## src/rtl/layer_transfer.sv

```systemverilog
// Copies word_count 256-bit words from a source-layer BRAM to a destination layer, one word per cycle.
// A word's write lands two cycles after its read address. There is no backpressure; abort cancels the transfer.
module layer_transfer #(
  parameter int ADDR_W = 10,
  parameter int DATA_W = 256
) (
  input  logic              clk,
  input  logic              rst,
  input  logic              start,
  input  logic [ADDR_W-1:0] word_count,
  input  logic              abort,
  input  logic [DATA_W-1:0] src_data,
  output logic [ADDR_W-1:0] trans_addr1,
  output logic [ADDR_W-1:0] trans_addr2,
  output logic              write,
  output logic [ADDR_W-1:0] reg_trans_addr1,
  output logic [ADDR_W-1:0] reg_trans_addr2,
  output logic              reg_write,
  output logic [DATA_W-1:0] layer_data,
  output logic              busy,
  output logic              done
);

  typedef enum logic [1:0] {
    IDLE  = 2'd0,
    READ  = 2'd1,
    DRAIN = 2'd2,
    FIN   = 2'd3
  } state_t;

  localparam logic [ADDR_W-1:0] ONE = {{(ADDR_W-1){1'b0}}, 1'b1};

  state_t              r_state;
  logic [ADDR_W-1:0]   r_wc;
  logic [ADDR_W-1:0]   r_rd_addr;
  logic                r_rd_vld;
  logic                r_write;
  logic                r_p1_vld;
  logic [ADDR_W-1:0]   r_p1_addr;
  logic                r_reg_write;
  logic [ADDR_W-1:0]   r_dst_addr;
  logic [DATA_W-1:0]   r_layer_data;
  logic                r_busy;
  logic                r_done;

  logic                w_kill;
  logic                w_last;
  logic                w_p1_take;

  // abort only matters while words are in flight; in IDLE/FIN it is ignored
  assign w_kill    = abort && ((r_state == READ) || (r_state == DRAIN));
  assign w_last    = (r_rd_addr == (r_wc - ONE));
  assign w_p1_take = r_p1_vld && !w_kill;

  always_ff @(posedge clk or negedge rst) begin
    if (!rst) begin
      r_state      <= IDLE;
      r_wc         <= '0;
      r_rd_addr    <= '0;
      r_rd_vld     <= 1'b0;
      r_write      <= 1'b0;
      r_p1_vld     <= 1'b0;
      r_p1_addr    <= '0;
      r_reg_write  <= 1'b0;
      r_dst_addr   <= '0;
      r_layer_data <= '0;
      r_busy       <= 1'b0;
      r_done       <= 1'b0;
    end else begin
      // stage 1 lines up with src_data, stage 2 with layer_data
      r_p1_vld    <= r_rd_vld && !w_kill;
      r_reg_write <= w_p1_take;
      if (r_rd_vld) begin
        r_p1_addr <= r_rd_addr;
      end
      if (w_p1_take) begin
        r_dst_addr   <= r_p1_addr;
        r_layer_data <= src_data;
      end
      r_done <= 1'b0;

      case (r_state)
        IDLE: begin
          if (start) begin
            r_busy <= 1'b1;
            if (word_count != '0) begin
              r_wc      <= word_count;
              r_rd_addr <= '0;
              r_rd_vld  <= 1'b1;
              r_write   <= 1'b1;
              r_state   <= READ;
            end else begin
              r_done  <= 1'b1;
              r_state <= FIN;
            end
          end
        end
        READ: begin
          if (w_kill) begin
            r_rd_vld <= 1'b0;
            r_write  <= 1'b0;
            r_done   <= 1'b1;
            r_state  <= FIN;
          end else if (w_last) begin
            r_rd_vld <= 1'b0;
            r_state  <= DRAIN;
          end else begin
            r_rd_addr <= r_rd_addr + ONE;
          end
        end
        DRAIN: begin
          if (w_kill || (!r_p1_vld && !r_reg_write)) begin
            r_write <= 1'b0;
            r_done  <= 1'b1;
            r_state <= FIN;
          end
        end
        FIN: begin
          r_busy  <= 1'b0;
          r_state <= IDLE;
        end
        default: begin
          r_state <= IDLE;
        end
      endcase
    end
  end

  assign trans_addr1     = r_rd_addr;
  assign trans_addr2     = r_rd_addr;
  assign write           = r_write;
  assign reg_trans_addr1 = r_dst_addr;
  assign reg_trans_addr2 = r_dst_addr;
  assign reg_write       = r_reg_write;
  assign layer_data      = r_layer_data;
  assign busy            = r_busy;
  assign done            = r_done;

endmodule

```

## config.mk

```make
export PLATFORM = sky130hd
export DESIGN_NAME = layer_transfer
export DESIGN_NICKNAME = d
export VERILOG_FILES = /design/src/rtl/layer_transfer.sv
export SDC_FILE = /design/constraint.sdc
export NUM_CORES = 1
export LEC_CHECK = 0
export CAP_MARGIN = 10
export CORE_AREA = 3 3 219 221
export CTS_CLUSTER_SIZE = 14
export DETAILED_ROUTE_END_ITERATION = 12
export DIE_AREA = 0 0 222 224
export GPL_ROUTABILITY_DRIVEN = 0
export PLACE_DENSITY = 0.62
export SLEW_MARGIN = 20
export SYNTH_ARGS = -nofsm -noshare
export SYNTH_HDL_FRONTEND = slang
export SYNTH_SLANG_ARGS = --single-unit
```

## constraint.sdc

```tcl
create_clock -name clk -period 5.19 [get_ports clk]
set_input_delay 0.7785 -clock clk [delete_from_list [all_inputs] [get_ports clk]]
set_output_delay 0.7785 -clock clk [all_outputs]
set_load 0.01 [all_outputs]
```

==> flow_metrics.tcl <==
set metrics [dict create \
    p_seq_frac 0.330 \
    fmax_mhz 344 \
    yosysMostFrequentCell "dfrtp_1" \
    finalNonFillerCells 1993 \
    overflow 0 \
    setup_viol 0 \
    drt_iter0_drc 317 \
    critPathKind "input pin to register" \
    start_util 0.261 \
    path_max_fanout 16 \
    nets 1638 \
    drive_above_1_share 0.256 \
    dpl.cell_count 1930 \
    post_cts_buffers 0 \
    io_pins 570 \
    dieHeight_um 224 \
    fin_crit_sh 0.560 \
    slowest_stage "or4_1" \
    synth_cells 804 \
    wl_per_cell_um 19.5 \
    synthTopCellsByCount "dfrtp_1 (304), mux2_2 (284), clkbuf_1 (39), buf_4 (20), nand2_1 (17)" \
    finClkSkew_ns 0.0162 \
    post-route-drc-count 0 \
    synth.area.top_cells "dfrtp_1 (63%), mux2_2 (26%), buf_4 (1.2%)" \
    busiest_layer "met2" \
    vias 8779 \
    arrival_ns 3.32 \
    clock-root-buffer "clkbuf_16" \
    detail-route-antenna-nets 0 \
    use_met1 0.173 \
    cts_tree "built" \
    track_usage 0.151 \
    yosys.area.top_type "dfrtp_1" \
    synth_flop_cell "dfrtp_1" \
    finalMaxSlewViolations 0 \
    path_buf_inv 1 \
    yosys.area.top_type_share 0.628 \
    grt_setup_unrepaired "false" \
    fin_tns_setup_ns 0 \
    dr.pass1.iters 5 \
    max_stage_delay_ns 0.56 \
    vias_per_cell 4.40 \
    h-tree-depth 2 \
    fp.coreArea_sq_mm 0.0464 \
    hold_viol_final 0 \
    synth_fp_nets 1080 \
    use_met3 0.0478 \
    p_sw_w 0.00415 \
    clk_latency_ns 0.53 \
    yosysWarningCount 0 \
    antenna_found_initial 1 \
    num_rows 79 \
    met2_usage 0.269 \
    cts.clk_slew.worst_paths_ns 0.06 \
    synth_enable_flop_cells 0 \
    power_density_mw_per_mm2 660 \
    status "finished clean" \
    avgSynthCellArea_sq_um 15.1 \
    n_fill_cell 4310 \
    seq_area_frac_synth 0.628 \
    wl_mm 38.9 \
    grt_max_degree 114 \
    clk_path_buf_depth 3 \
    ctsResizeCount 0 \
    grt_pass1_wl_mm 58.2 \
    area_growth_pct 61.7 \
    p_int_w 0.00877 \
    die_x_um 222 \
    power_leakage_nw 8.04 \
    grt_pass1_vias 9422 \
    async_flop_share 1.00 \
    vdd_ir_drop_max_v 0.000344 \
    numPortBuffers 569 \
    worst_slew_pin_slew_ns 1.00 \
    netSwitchingFraction 0.321 \
    ys_types 47 \
    drv_cap 0 \
    hpwl_mm 29.0 \
    worstPathRequired_ns 5.60 \
    ys_ff_latch 304 \
    path_delay_family "simple AND/OR/NAND/NOR gates" \
    cts_hold_buf 0 \
    p_comb_frac 0.477 \
    slew_headroom 0.331 \
    clkPwrFrac 0.194 \
    netlist_area_sq_mm 0.0121 \
    die_area_sq_mm 0.0497 \
    cts-buffers-inserted 37 \
    hp-class "input pin to asynchronous set/reset pin" \
    layout_min_cycle_time_ns 2.91 \
    start_kind "input pin" \
    cts_sinks 304 \
    path_cells "clkdlybuf4s50_1 -> or4_1 -> nor4_2 -> o21ai_0 -> o211ai_2 -> a21oi_1 -> mux2_2 -> a22o_1" \
    crit_path_end_kind "register" \
]
[logic make-up after synthesis]
| group | after synthesis | share of synthesized area |
|---|---|---|
| flip-flops | 304 | 0.628 |
| XOR/XNOR | 11 | 0.00795 |
| multiplexers | 285 | 0.265 |
| AND/OR/NAND/NOR | 76 | 0.0360 |
| adder cells (fa/ha/maj) | 6 | 0.00620 |
| buffers and inverters | 73 | 0.0294 |
| AO/OA/AOI/OAI | 49 | 0.0275 |
[worst reg2reg max path, stage by stage (launching register included)]
cell and delay, ns:
dfrtp_1 0.40, inv_1 0.07, ha_1 0.26, or2b_1 0.26
o211a_1 0.13, o31a_1 0.24, nor4_1 0.57, nand2_2 0.26
a31oi_1 0.24, mux2_1 0.34
[power groups by stage]
stage	registers [W]	logic, W	clock network, W
floorplan	0.00468	0.00253	0
global placement	0.00426	0.00619	0
detailed placement	0.00430	0.00625	0
CTS	0.00428	0.00628	0.00260
global route	0.00443	0.00656	0.00269
finish	0.00426	0.00616	0.00250
[cells in the final DEF (no fill, tap or decap), drive strengths merged, types with 2 or more instances in the layout]
cell type	Yosys	routed
clkdlybuf4s50	0	568
dfrtp	304	304
mux2	285	285
clkbuf	39	52
nand2	18	18
a21oi	15	15
inv	12	14
buf	22	12
nand3	10	10
nor2	9	9
o21ai	9	9
xor2	8	8
ha	6	6
o211ai	6	6
or4	5	5
nand2b	5	5
nand4	5	5
nor3	5	5
o211a	4	4
a211o	4	4
a31oi	4	4
clkinv	0	4
nor4	4	4
and3	3	3
xnor2	3	3
a22o	3	3
bufinv	0	3
and2	3	3
nand4b	2	2
[registers in the layout, indices dropped and copies added, names as in the netlist]
| register | count |
|---|---|
| write | 1 |
| reg_write | 1 |
| busy | 1 |
| trans_addr1 | 10 |
| r_p1_addr | 10 |
| r_state | 2 |
| r_wc | 10 |
| r_p1_vld | 1 |
| layer_data | 256 |
| reg_trans_addr1 | 10 |
| r_rd_vld | 1 |
| done | 1 |
[layout make-up]
cell class	instances	area, sq um	area share
sequential	304	7610	0.388
inverter	12	45.0	0.00230
tap	607	759	0.0388
timing repair buffer	580	5860	0.299
antenna	1	2.50	0.000128
clock buffer	52	1020	0.0522
multi-input combinational	427	4150	0.212
clock inverter	10	135	0.00690
[final timing paths]
kind,startpoint,endpoint,slack (ns),cells after the start
worst max-delay path,word_count[5],trans_addr1[0],2.28,8
worst min-delay path,rst,layer_data[92],0.36,1
min in group clk,r_p1_addr[8],reg_trans_addr1[8],0.50,1
worst max register to register,r_wc[0],r_state[1],2.30,9
worst min register to register,r_p1_addr[8],reg_trans_addr1[8],0.50,1
max in group asynchronous,rst,layer_data[2],3.79,2
[per-layer routing]
| layer | part of all wire | wire (um) |
|---|---|---|
| met4 | 0.024 | 914 |
| met1 | 0.38 | 14800 |
| met5 | 0 | 0 |
| met2 | 0.53 | 20500 |
| met3 | 0.069 | 2680 |
[metrics by stage]
stage	utilization	area (sq um)	hold slack, ns	total power [W]	setup WS [ns]
finish	0.422	19600	0.358	0.0129	2.28
global route	0.422	19600	0.398	0.0137	2.09
CTS	0.422	19600	0.371	0.0132	2.30
detailed placement	0.397	18400	0.488	0.0105	1.76
global placement	0.397	18400	0.485	0.0104	1.80
floorplan	-	12100	0.475	0.00721	2.57
Power figures use the tool's default switching activity.
